`src/rtl/lsu_mem_ctrl.sv`:
```
// Load/store unit memory controller: issues one RAM access per request,
// handles byte/halfword lane placement, load extension and access timeout.
module lsu_mem_ctrl #(
  parameter int TIMEOUT_CYC = 255
) (
  input  logic        clk,
  input  logic        rst,
  input  logic        req_valid,
  input  logic        req_we,
  input  logic [2:0]  req_type,
  input  logic [31:0] req_addr,
  input  logic [31:0] req_wdata,
  input  logic [4:0]  req_rd,
  output logic        req_ready,
  output logic        stall_req,
  output logic        ram_req,
  output logic        ram_we,
  output logic [31:0] ram_addr,
  output logic [3:0]  ram_be,
  output logic [31:0] ram_wdata,
  input  logic        ram_ack,
  input  logic [31:0] ram_rdata,
  output logic        wb_wreg,
  output logic [4:0]  wb_waddr,
  output logic [31:0] wb_wdata,
  output logic        err_misalign,
  output logic        err_timeout
);

  typedef enum logic [0:0] {IDLE = 1'b0, BUSY = 1'b1} state_t;

  localparam int CW = ($clog2(TIMEOUT_CYC + 1) > 8) ? $clog2(TIMEOUT_CYC + 1) : 8;
  localparam logic [CW-1:0] TO_LAST = CW'(TIMEOUT_CYC - 1);

  state_t        state_r, next_state_s;
  logic [CW-1:0] cnt_r;
  logic          we_r;
  logic [2:0]    type_r;
  logic [1:0]    off_r;
  logic [4:0]    rd_r;
  logic          legal_s, accept_s, bad_s, done_s, timeout_s;

  function automatic logic legal_f(input logic we, input logic [2:0] t, input logic [1:0] a);
    logic ok;
    case (t)
      3'b000:  ok = 1'b1;
      3'b001:  ok = ~a[0];
      3'b010:  ok = (a == 2'b00);
      3'b100:  ok = ~we;
      3'b101:  ok = ~we & ~a[0];
      default: ok = 1'b0;
    endcase
    return ok;
  endfunction

  function automatic logic [3:0] be_f(input logic [1:0] sz, input logic [1:0] a);
    logic [3:0] be;
    case (sz)
      2'b00:   be = 4'b0001 << a;
      2'b01:   be = a[1] ? 4'b1100 : 4'b0011;
      2'b10:   be = 4'b1111;
      default: be = 4'b0000;
    endcase
    return be;
  endfunction

  function automatic logic [31:0] wdata_f(input logic [1:0] sz, input logic [31:0] d);
    logic [31:0] w;
    case (sz)
      2'b00:   w = {4{d[7:0]}};
      2'b01:   w = {2{d[15:0]}};
      default: w = d;
    endcase
    return w;
  endfunction

  function automatic logic [31:0] load_f(input logic [2:0] t, input logic [1:0] a, input logic [31:0] d);
    logic [31:0] sh;
    logic [7:0]  b;
    logic [15:0] h;
    logic [31:0] r;
    sh = d >> {a, 3'b000};
    b  = sh[7:0];
    h  = a[1] ? d[31:16] : d[15:0];
    case (t)
      3'b000:  r = {{24{b[7]}}, b};
      3'b100:  r = {24'h000000, b};
      3'b001:  r = {{16{h[15]}}, h};
      3'b101:  r = {16'h0000, h};
      default: r = d;
    endcase
    return r;
  endfunction

  assign legal_s   = legal_f(req_we, req_type, req_addr[1:0]);
  // Hold the pipeline as soon as a legal request is seen, not a cycle later.
  assign stall_req = (state_r == BUSY) || (req_valid && legal_s);

  // State register.
  always_ff @(posedge clk) begin
    if (rst) state_r <= IDLE;
    else     state_r <= next_state_s;
  end

  // Next-state and event decode; ack takes priority over a coincident timeout.
  always_comb begin
    next_state_s = state_r;
    accept_s     = 1'b0;
    bad_s        = 1'b0;
    done_s       = 1'b0;
    timeout_s    = 1'b0;
    case (state_r)
      IDLE: begin
        if (req_valid) begin
          if (legal_s) begin
            accept_s     = 1'b1;
            next_state_s = BUSY;
          end else begin
            bad_s = 1'b1;
          end
        end else begin
          next_state_s = IDLE;
        end
      end
      BUSY: begin
        if (ram_ack) begin
          done_s       = 1'b1;
          next_state_s = IDLE;
        end else if (cnt_r == TO_LAST) begin
          timeout_s    = 1'b1;
          next_state_s = IDLE;
        end else begin
          next_state_s = BUSY;
        end
      end
      default: next_state_s = IDLE;
    endcase
  end

  // Registered RAM request, writeback and error outputs.
  always_ff @(posedge clk) begin
    if (rst) begin
      req_ready    <= 1'b1;
      ram_req      <= 1'b0;
      ram_we       <= 1'b0;
      ram_addr     <= 32'h0000_0000;
      ram_be       <= 4'b0000;
      ram_wdata    <= 32'h0000_0000;
      wb_wreg      <= 1'b0;
      wb_waddr     <= 5'd0;
      wb_wdata     <= 32'h0000_0000;
      err_misalign <= 1'b0;
      err_timeout  <= 1'b0;
      cnt_r        <= '0;
      we_r         <= 1'b0;
      type_r       <= 3'b000;
      off_r        <= 2'b00;
      rd_r         <= 5'd0;
    end else begin
      req_ready    <= (next_state_s == IDLE);
      err_misalign <= bad_s;
      err_timeout  <= timeout_s;
      wb_wreg      <= 1'b0;
      if (accept_s) begin
        we_r      <= req_we;
        type_r    <= req_type;
        off_r     <= req_addr[1:0];
        rd_r      <= req_rd;
        cnt_r     <= '0;
        ram_req   <= 1'b1;
        ram_we    <= req_we;
        ram_addr  <= {req_addr[31:2], 2'b00};
        ram_be    <= be_f(req_type[1:0], req_addr[1:0]);
        ram_wdata <= req_we ? wdata_f(req_type[1:0], req_wdata) : 32'h0000_0000;
      end else if (done_s || timeout_s) begin
        ram_req <= 1'b0;
        cnt_r   <= '0;
        if (done_s && !we_r && (rd_r != 5'd0)) begin
          wb_wreg  <= 1'b1;
          wb_waddr <= rd_r;
          wb_wdata <= load_f(type_r, off_r, ram_rdata);
        end else begin
          wb_wreg <= 1'b0;
        end
      end else if (state_r == BUSY) begin
        cnt_r <= cnt_r + CW'(1);
      end else begin
        cnt_r <= cnt_r;
      end
    end
  end

endmodule

```
`config.mk`:
```
export PLATFORM = sky130hd
export DESIGN_NAME = lsu_mem_ctrl
export DESIGN_NICKNAME = d
export VERILOG_FILES = /design/src/rtl/lsu_mem_ctrl.sv
export SDC_FILE = /design/constraint.sdc
export NUM_CORES = 1
export LEC_CHECK = 0
export ABC_AREA = 1
export BUFFER_PORTS_ARGS = -buffer_cell sky130_fd_sc_hd__buf_2
export CAP_MARGIN = 20
export CORE_AREA = 2 2 113 115
export CTS_CLUSTER_SIZE = 14
export DETAILED_ROUTE_END_ITERATION = 8
export DIE_AREA = 0 0 115 117
export HOLD_SLACK_MARGIN = 0.05
export PLACE_DENSITY = 0.75
export SKIP_CTS_REPAIR_TIMING = 1
export SLEW_MARGIN = 10
export SYNTH_ARGS = -nofsm -noshare
export SYNTH_HDL_FRONTEND = slang
export SYNTH_SLANG_ARGS = --single-unit
```
`constraint.sdc`:
```
create_clock -name clk -period 2.1 [get_ports clk]
set_clock_uncertainty 0.2 [all_clocks]
set_input_delay 0 -clock clk [delete_from_list [all_inputs] [get_ports clk]]
set_output_delay 0 -clock clk [all_outputs]
set_load 0.01 [all_outputs]
```
# --- After elaboration in Yosys (flattened, before gate mapping) ---
# Index checks and enable logic that the tools add are counted.
totals:
  elab_cells: 75
  out_inout_bits: 112
  regBits: 128
  input_bits: 109
op_classes:
  n_eq_ne: 10
  bitwise: 8
  n_reduce_logical: 16
  n_addsub: 1
  muxes: 22
  shifts: 2
ops:
  columns: ["op", "count"]
  rows:
  - ["case mux 32 bit (4 select lines)", 1]
  - ["case mux 32 bit (2 select lines)", 1]
  - ["2-to-1 mux 32 bit", 1]
  - ["right shift 32 x 5 -> 8 bit", 1]
  - ["2-to-1 mux 16 bit", 1]
  - ["2-to-1 mux 1 bit", 14]
  - ["equality test 3 bit (second input constant)", 4]
  - ["case mux 4 bit (3 select lines)", 1]
  - ["OR reduction 3 bit", 3]
  - ["adder 8 x 1 -> 8 bit (second input constant)", 1]
  - ["equality test 8 bit (second input constant)", 1]
  - ["inverter 1 bit", 7]
  - ["equality test 3 x 1 -> 1 bit (second input constant)", 2]
  - ["logical NOT 3 bit", 2]
  - ["case mux 1 bit (5 select lines)", 1]
  - ["nonzero test 5 bit", 1]
  - ["logical NOT 2 bit", 2]
  - ["2-to-1 mux 4 bit", 1]
  - ["left shift 1 x 2 -> 4 bit (first input constant)", 1]
  - ["equality test 3 x 2 -> 1 bit (second input constant)", 1]
  - ["logical AND 1 bit", 3]
  - ["AND reduction 3 bit", 1]
  - ["equality test 2 x 1 -> 1 bit (second input constant)", 1]
  - ["equality test 2 bit (second input constant)", 1]
  - ["5 further kinds", 6]

# --- Logic depth before layout (Yosys ltp) ---
# Gate-level depths: netlist of run 1.
depth:
  word_depth: 8
  mapped_depth: 9
  depth_no_buf: 9

# --- Least setup slack after synthesis of run 1 ---
# Ideal clock, no wire load.
synth_path:
  path_kind: "register to register"
  from: "register state_r"
  to: "register wb_wdata[14]"
  n_path_buf: 2
  setup_ps: 109
  stages_incl_launch_ff: 10
  arrival_ps: 1214
  period_less_slack_ps: 1523
  required_ps: 1791
  setup_slack_ps: 577
  path_cell_list: "dfxtp_1 > nand2_1 > nor2_1 > nand2_2 > inv_2 > buf_4 > buf_4 > nand4_1 > nand2_1 > inv_1"
synth_via:
  elab_chain_len: 4
  word_cells_on_any_way: 8
  cone_classes: "mux: 3; bitwise: 1; reduce/logical: 4"
synth_rtl:
  columns: ["item", "line", "source"]
  rows:
  - ["from (decl)", "35", "state_t state_r, next_state_s;"]
  - ["from (signal assigned)", "102", "else state_r <= next_state_s;"]
  - ["2-to-1 mux 1 bit", "112", "case (state_r)"]
  - ["logical AND 1 bit (2 in a row)", "178", "if (done_s && !we_r && (rd_r != 5'd0)) begin"]
  - ["AND reduction 3 bit (no source line) *", null, null]
  - ["to (signal assigned)", "181", "wb_wdata <= load_f(type_r, off_r, ram_rdata);"]
  - ["to (decl)", "25", "output logic [31:0] wb_wdata,"]
# Every way passes the cells marked *; elsewhere a longest branch is shown, timed or not.
# A chain may end at the register's enable or synchronous reset.

==> results of run 1 <==
[state kept, by name, summed over array words and instances, names as in the netlist]
| register | count |
|---|---|
| err_timeout | 1 |
| req_ready | 1 |
| state_r | 1 |
| ram_addr | 30 |
| wb_wreg | 1 |
| wb_wdata | 32 |
| type_r | 3 |
| we_r | 1 |
| wb_waddr | 5 |
| ram_be | 4 |
| off_r | 2 |
| ram_wdata | 32 |
| rd_r | 5 |
| cnt_r | 8 |
| err_misalign | 1 |
| ram_req | 1 |
[cell type report]
class,instances,area [um^2]
Multi-Input combinational cell,619,2730
Inverter,76,285
Sequential cell,128,2560
Fill cell,978,3510
Tap cell,150,188
Timing Repair Buffer,350,2410
Clock buffer,22,474
Clock inverter,10,158
[per-stage QoR]
stage	hold slack, ps	TNS [ps]	area [um^2]
2_1_floorplan	-56.2	0	5830
3_3_place_gp	49.7	0	7020
3_5_place_dp	53.4	0	7020
4_1_cts	-387	0	7650
5_1_grt	184	-8.32	8800
6_report	170	0	8800
[worst max-delay path by stage]
stage | end | slack (ps) | from | cells past startpoint
3_3_place_gp | rd_r[3] | 370 | state_r | 5
4_1_cts | ram_wdata[18] | 280 | state_r | 5
5_1_grt | type_r[2] | -8 | rst | 6
2_1_floorplan | wb_wdata[14] | 580 | state_r | 9
3_5_place_dp | rd_r[4] | 320 | state_r | 5
6_report | type_r[2] | 110 | rst | 6
[metal layers]
metal / wire [um] / vias to the layer above
met5: 0 / -
met4: 680 / 0
met3: 1620 / 69
met2: 9730 / 362
met1: 7930 / 3094
li1: - / 3412
[layout by cell type, fill, tap and decap left out, types with 2 or more instances in the layout]
cell and instances:
nand2_1 257, buf_2 217, dfxtp_1 128, dlygate4sd3_1 115
nor2_1 106, a21oi_1 103, inv_1 72, nand3_1 56
o21ai_0 43, nor3_1 17, clkbuf_16 17, buf_4 15
or2_2 11, nand4_1 8, inv_2 4, bufinv_16 4
xor2_1 3, clkinvlp_4 3, clkinv_2 3, clkbuf_8 3
buf_12 3, nand3_2 2, ha_1 2, conb_1 2
clkbuf_1 2
[power by group through the flow]
stage | clock, mW | combinational [mW] | sequential (mW)
floorplan | 0 | 0.389 | 2.62
global placement | 0 | 0.706 | 2.60
detailed placement | 0 | 0.712 | 2.60
CTS | 3.18 | 0.717 | 2.55
global route | 3.29 | 0.994 | 2.56
finish | 3.15 | 0.913 | 2.55
[cell families (layout without fill, tap and decap cells)]
family                   Yosys count  after routing  synth area share, %
other                              1              2               0.0643
AO/OA/AOI/OAI                    150            150                 13.0
XOR/XNOR                           4              4                0.601
AND/OR/NAND/NOR                  461            461                 32.5
buffers and inverters            131            458                 9.42
flip-flops                       128            128                 44.0
adder cells (fa/ha/maj)            2              2                0.429
[worst max-delay path: stages]
cell           delay, ps
dlygate4sd3_1        540
buf_4                240
inv_1                460
o21ai_0              170
dlygate4sd3_1        590
a21oi_1              110
==> impl_results.md, run 1 <==
- Die W: 115 um
- Remaining Overflow, GRT: 0
- Layout cells sized above 1: 23.7%
- WL/cell: 14.7 um
- Critical path type: in2reg
- Post-synth top cells: 257 x nand2_1, 128 x dfxtp_1, 106 x nor2_1, 103 x a21oi_1, 72 x inv_1
- Hold path start: req_addr[20]
- Worst r2r dst: off_r[1]
- Max-slew headroom: 60.0%
- MaxCap Viol Count: 0
- Design Power: 6.61 mW
- Pre-antenna DRT Iters: 5
- Fin crit share: 94.8%
- Seq cells post-synth: 128
- Post-synthesis sequential area ratio: 44.0%
- Clock Path Buffers: 2
- ANT cells: 0
- Num CTS Buffers: 17
- Buffers on Ports: 218
- Clk_lat worst skew: 420 ps
- Arrival @ worst endpoint: 2140 ps
- Initial drt markers: 527
- Largest net degree at the start of global routing: 56
- Routed vias: 6937
- Vias in the first global route: 5656
- Die Ht: 117 um
- Gpl congestion: 0.865
- Grt met1 use: 30.9%
- CTS tree: yes
- Dominant synthesized flop cell: dfxtp_1
- Ys async rst share: 0%
- Status: finished clean
- Hold depth: 4
- Gate Count Post-Synth: 877
- First-pass GRT wire length: 26900 um
- PnR worst setup slack: 109 ps
- Area share of the largest cell type after synthesis: 44.0%
- Utilization after layout: 71.5%
- Combinational power share: 13.8%
- Htree depth: 4
- Final setup viols: 0
- Residual DRC count: 0
- Post-Place Worst Slack: 319 ps
- Initial Util: 47.3%
- Sequential share of power: 38.6%
- Met2 GRT Util: 41.0%
- Number of enable flip-flop cells after synthesis: 0
- Yosys cell types: 27
- Initial antenna violation count: 0
- Worst Max-Slew Pin Slew: 598 ps
- Met3 Use GR: 8.34%
- Sw Ratio: 24.4%
- Total core area: 12300 um^2
- Area delta synth->final: 51.1%
- Int Pwr: 5.00 mW
- Layout net count: 1303
- R2R setup slack: 180 ps
- Worst setup EP type: flop
- YS warnings: 0
- Peak Freq: 0.502 GHz
- Global routing's busiest layer: met2
- Clock share of power: 47.6%
- Final Hold Viols: 0
- Synthesized area per cell: 6.65 um^2
- Die area: 13500 um^2
- WL final: 20000 um
- Leak Pwr: 4.28 nW
- Ports: 221
- Worst hold path type: in2reg
- Worst flop-to-flop path startpoint: state_r
- Antenna viol nets, final: 0
- Clock transition at path regs: 60 ps
- Most numerous cell in the Yosys netlist: nand2_1
- Via density: 5.12
- Max Transition Viols Final: 0
- CP max FO: 28
- Final cell count without fillers: 1355
- Sinks on Clock Net: 128
- Ranking of synthesized cells by area: dfxtp_1 44%, nand2_1 17%, a21oi_1 8.8%, nor2_1 6.8%, nand3_1 4.8%
- Final min period: 1990 ps
- FF-to-FF path depth: 4
- Pwr dens: 751 nW/um^2
- Synth area leader: dfxtp_1
- Cell Area, Synth: 5830 um^2
- Placed Cells: 1208
- Rows: 41
- Startpoint class of the critical path: input port
- Hold Path Sink: ram_addr[20]
- Req. time, crit path: 2250 ps
- Clock root buffer: clkbuf_16
- P_sw: 1.62 mW
- HPWL Detailed: 12000 um
- Peak supply drop: 0.564 mV
- Gr usage total: 25.2%
Note: power is estimated with default switching activity, not from simulation.
==> run 2, diff against run 1 <==
REMOVE_ABC_BUFFERS = 1   (was default)
==> run 2 against run 1 <==
Net effect:
- combinational power decreased by 1%
- register-to-register slack improved by 110 ps
- sequential cell count unchanged
- total power decreased by 2.4%
- final area decreased by 0.81%
- utilization decreased by 0.58 points
- first-iteration DRC count decreased by 6.8%
- die area unchanged
- routed wire length increased by 0.35%
==> impl_results.md, run 2 (synthesis gave the netlist of run 1 again) <==
- Htree depth: 4 (unchanged)
- Area delta synth->final: 49.8%
- Worst Max-Slew Pin Slew: 615 ps (+16.6 ps)
- Routed vias: 7005 (+0.98%)
- Regs by FF count: ram_wdata: 32 flops, wb_wdata: 32 flops, ram_addr: 30 flops
- Layout cells sized above 1: 24.0% (+0.31 points)
- Req. time, crit path: 2210 ps (-40 ps)
- Sinks on Clock Net: 128 (unchanged)
- Via density: 5.18 (+1.2%)
- Rows: 41 (unchanged)
- Design Power: 6.45 mW (-2.4%)
- Most frequent cells in the layout: 257 x nand2_1, 217 x buf_2, 128 x dfxtp_1
- Clock root buffer: clkbuf_16
- Final Hold Viols: 0 (unchanged)
- Pre-antenna DRT Iters: 5 (unchanged)
- Initial drt markers: 491 (-6.8%)
- Clk_lat worst skew: 430 ps (about the same)
- Residual DRC count: 0 (unchanged)
- Buffers on Ports: 218 (unchanged)
- Gr usage total: 24.7% (-0.52 points)
- HPWL Detailed: 11800 um (-2.0%)
- Hold path start: req_addr[11]
- ANT cells: 0 (unchanged)
- Startpoint class of the critical path: flop
- Max Transition Viols Final: 0 (unchanged)
- Commonest non-fill, non-tap cell in the layout: nand2_1
- Layout net count: 1300 (-0.23%)
- Status: finished clean
- Num CTS Buffers: 17 (unchanged)
- Worst hold path type: in2reg
- WL/cell: 14.8 um (+0.57%)
- CP startpoint: type_r[1]
- CTS tree: yes
- Peak Freq: 0.553 GHz (+10%)
- Peak supply drop: 0.486 mV (-14%)
- Final setup viols: 0 (unchanged)
- Utilization after layout: 70.9% (-0.58 points)
- Largest net degree at the start of global routing: 88 (+57%)
- Ports: 221 (unchanged)
- Total core area: 12300 um^2 (unchanged)
- Critical path type: reg2reg
- Final min period: 1810 ps (-182 ps)
- Fin crit share: 86.2% (-8.7 points)
- Clock transition at path regs: 60 ps (about the same)
- Worst setup EP type: flop
- Initial antenna violation count: 0 (unchanged)
- CP max FO: 14 (-50%)
- First-pass GRT wire length: 26500 um (-1.4%)
- Arrival @ worst endpoint: 1920 ps (-220 ps)
- MaxCap Viol Count: 0 (unchanged)
- Pwr dens: 739 nW/um^2 (-1.6%)
- RSZ-0062 raised after global routing: no
- Worst flop-to-flop path startpoint: type_r[1]
- WL final: 20000 um (+0.35%)
- Die W: 115 um (unchanged)
- Remaining Overflow, GRT: 0 (unchanged)
- Initial Util: 47.3% (unchanged)
- Vias in the first global route: 5644 (-0.21%)
- Clock Path Buffers: 2 (unchanged)
- Hold slack final: 170 ps (-0.250 ps)
- Antenna viol nets, final: 0 (unchanged)
- Max-slew headroom: 58.6% (-1.4 points)
- Die area: 13500 um^2 (unchanged)
- Die Ht: 117 um (unchanged)
- Gpl congestion: 0.866 (+0.13%)
- Leak Pwr: 4.26 nW (-0.49%)
-- run 2: changes by cell type in the layout (fill, tap and decap cells not counted), sizes merged --
cell,previous run,this run
dlygate4sd3,115,109
buf,235,238
clkinv,3,5
bufinv,4,3
clkbuf,22,21
-- run 2: per-stage QoR --
stage          cells  setup WS [ps]  TNS, ps  instance area, um^2
2_1_floorplan    823           -818   -56630                 5570
3_3_place_gp    1211            343        0                 7040
3_5_place_dp    1211            321        0                 7040
6_report        1352            290        0                 8730
4_1_cts         1243            310        0                 7640
5_1_grt         1352           88.6        0                 8730
-- run 2: metal layers --
layer	global-route usage (%)	vias to the layer above	share of wire (%)
met4	6.35	0	2.2
met3	10.4	42	8.6
li1	-	3402	-
met5	0	-	0
met1	29.8	3206	40
met2	41.1	355	49
-- run 2: worst max-delay path, cell delays in order (launching register included) --
cell and delay [ps]:
dfxtp_1 610, inv_1 160, o21ai_0 280, inv_1 160, nand2_1 90, nand3_1 70, nor2_1 90, nor2_1 40
-- run 2: area by class of cell --
class | count | area [um^2]
clock buffers | 21 | 460
clock inverters | 11 | 138
fillers | 970 | 3580
inverters | 76 | 285
multi-input cells | 619 | 2730
flip-flops and latches | 128 | 2560
well taps | 150 | 188
repair buffers | 347 | 2370
-- run 2: final timing paths --
check | slack (ps) | to | cells past startpoint
worst max register to register | 290 | wb_wdata[1] | 7
worst min register to register | 260 | ram_be[0] | 2
worst max-delay path | 290 | wb_wdata[1] | 7
worst min-delay path | 170 | ram_addr[11] | 4
-- run 2: power breakdown --
| part | leakage [nW] | total (mW) | switching [mW] | internal, mW |
|---|---|---|---|---|
| Sequential | 1.04 | 2.55 | 0.0481 | 2.50 |
| Combinational | 2.94 | 0.901 | 0.495 | 0.407 |
| Clock | 0.289 | 3.00 | 1.08 | 1.92 |
| Total | 4.26 | 6.45 | 1.63 | 4.83 |
==> run 3, diff against run 2 <==
CORE_AREA = 2 2 117 119   (was 2 2 113 115)
DIE_AREA = 0 0 119 121   (was 0 0 115 117)
PLACE_DENSITY = 0.73   (was 0.75)
clock period = 1.5 ns   (was 2.1 ns; I/O delays follow)
==> run 3 against run 2 <==
Net effect:
- the run now ends with hold timing, setup timing left
- largest power group unchanged
- clock power increased by 37%
- total power up 42%
- highest routed layer unchanged
- sequential cell count is the same
- critical path depth is 3 lower
==> impl_results.md, run 3 (synthesis gave the netlist of run 1 again) <==
- Ports: 221 (unchanged)
- Clock share of power: 44.9% (-1.6 points)
- Arrival @ worst endpoint: 1680 ps (-240 ps)
- Initial drt markers: 681 (+39%)
- Global routing's busiest layer: met2
- Largest net degree at the start of global routing: 51 (-42%)
- Vias in the first global route: 5825 (+3.2%)
- Htree depth: 4 (unchanged)
- Clk_lat worst skew: 420 ps (about the same)
- Worst hold path type: in2reg
- Setup tns final: -824 ps (-824 ps)
- Leak Pwr: 4.49 nW (+5.4%)
- Worst Max-Slew Pin Slew: 656 ps (+41.4 ps)
- Critical Path Slowest Stage Cell: dlygate4sd3_1
- Remaining Overflow, GRT: 0 (unchanged)
- Sequential share of power: 39.1% (-0.5 points)
- Int Pwr: 6.66 mW (+38%)
- Buffers on Ports: 218 (unchanged)
- Sw Ratio: 27.0% (+1.9 points)
- Met2 GRT Util: 39.3% (-1.8 points)
- Pwr dens: 979 nW/um^2 (+33%)
- Failing checks: hold timing, setup timing
- Fin crit share: 107%
- CP peak stage delay: 1050 ps (+440 ps)
- Sinks on Clock Net: 128 (unchanged)
- Critical path type: in2reg
- Final Hold Viols: 35 (+35)
- FF/Latch Area: 2570 um^2 (+0.24%)
- Most used cell, CP: buf_4
- Worst setup EP type: flop
- PnR worst setup slack: -98.4 ps (-389 ps)
- CTS tree: yes
- Antenna viol nets, final: 0 (unchanged)
- Regs by FF count: ram_wdata: 32 flops, wb_wdata: 32 flops, ram_addr: 30 flops
- Peak supply drop: 0.745 mV (+53%)
- WL/cell: 15.1 um (+2.0%)
- Die area: 14400 um^2 (+7.0%)
- Fillers: 1001 (+3.2%)
- Startpoint class of the critical path: input port
- Top delay family on crit path: buffers and inverters
- Layout net count: 1334 (+2.6%)
- Design area: 9320 um^2 (+6.8%)
- Rows: 42 (+2.4%)
- CP max FO: 36 (+22)
- Via density: 5.10 (-1.6%)
- Total core area: 13100 um^2 (+6.3%)
- Grt met1 use: 28.5% (-1.2 points)
- Req. time, crit path: 1580 ps (-630 ps)
- First-pass GRT wire length: 27300 um (+3.1%)
- RSZ-0062 raised after global routing: yes
- CP bufs+invs: 3 (+1)
- Area of the multi-input gates: 2860 um^2 (+4.9%)
- Max Transition Viols Final: 0 (unchanged)
- Post-Place Worst Slack: -20.5 ps (-341 ps)
- Combinational power share: 16.0% (+2.0 points)
- Gr usage total: 23.6% (-1.1 points)
- Die Ht: 121 um (+3.4%)
- WL final: 21300 um (+6.5%)
- Peak Freq: 0.626 GHz
- Gpl congestion: 0.863 (-0.36%)
- Placed cell areas: 7360 um^2 (+4.4%)
- MaxCap Viol Count: 0 (unchanged)
- Worst-path cell chain: buf_4 > buf_4 > dlygate4sd3_1 > a21oi_1
- Residual DRC count: 0 (unchanged)
- Most frequent cells in the layout: 254 x nand2_1, 217 x buf_2, 123 x dfxtp_1
- R2R setup slack: -30 ps (-320 ps)
- Initial Util: 44.5% (-2.8 points)
- HPWL Detailed: 12400 um (+4.7%)
- Clock transition at path regs: 60 ps (about the same)
- Final min period: 1600 ps
- Met3 Use GR: 7.71% (-2.6 points)
- Routed vias: 7201 (+2.8%)
- Layout cells sized above 1: 28.8% (+4.8 points)
- Commonest non-fill, non-tap cell in the layout: nand2_1
- P_sw: 2.47 mW (+52%)
- Status: finished with violations
- Hold slack final: -327 ps (-496 ps)
- Max-slew headroom: 56.1% (-2.5 points)
- Final setup viols: 12 (+12)
- Die W: 119 um (+3.5%)
- Clock root buffer: clkbuf_16
- Utilization after layout: 71.3% (+0.32 points)
- Area delta synth->final: 60.0%
- Pre-antenna DRT Iters: 5 (unchanged)
- Initial antenna violation count: 0 (unchanged)
- ANT cells: 0 (unchanged)
- Num CTS Buffers: 17 (unchanged)
- Clock Path Buffers: 2 (unchanged)
## run 3: changes by cell type in the layout (fill, tap and decap cells not counted), moves of 8 or more
| cell | previous run | this run |
|---|---|---|
| buf_12 | 3 | 11 |
| nor2_2 | 1 | 18 |
| o21ai_1 | 1 | 9 |
| buf_4 | 18 | 32 |
| nor2_1 | 106 | 86 |
| o21ai_0 | 43 | 33 |
## run 3: layout make-up
| type | instances | area share [%] |
|---|---|---|
| inverter | 76 | 3.14 |
| sequential | 128 | 27.5 |
| multi-input combinational | 620 | 30.7 |
| clock buffer | 17 | 4.56 |
| clock inverter | 15 | 1.73 |
| tap | 176 | 2.36 |
| timing repair buffer | 380 | 30.0 |
## run 3: final timing paths
kind,start,endpoint,depth (start not counted)
setup / recovery,rst,ram_wdata[20],4
hold / removal,rst,ram_req,2
setup reg to reg,state_r,ram_wdata[2],6
hold reg to reg,ram_addr[29],ram_addr[29],2
## run 3: metal layers
layer	vias to the layer above	part of all wire, %	wire (um)
met3	68	9.2	1960
met4	0	2.6	557
met2	412	50	10600
met5	-	0	0
li1	3474	-	-
met1	3247	39	8230
## run 3: through the flow
step / hold WS [ps] / total power [mW] / cells
after floorplan: -131 / 4.13 / 823
after global placement: 49.6 / 4.72 / 1261
after detailed placement: 55.5 / 4.73 / 1261
after CTS: -392 / 8.80 / 1293
after global routing: -328 / 9.46 / 1412
final: -327 / 9.13 / 1412
## run 3: power by group through the flow
stage	Sequential, mW	Combinational [mW]	Clock (mW)
6_report	3.57	1.46	4.10
5_1_grt	3.58	1.58	4.30
4_1_cts	3.56	1.10	4.14
3_5_place_dp	3.63	1.09	0
3_3_place_gp	3.63	1.09	0
2_1_floorplan	3.69	0.441	0
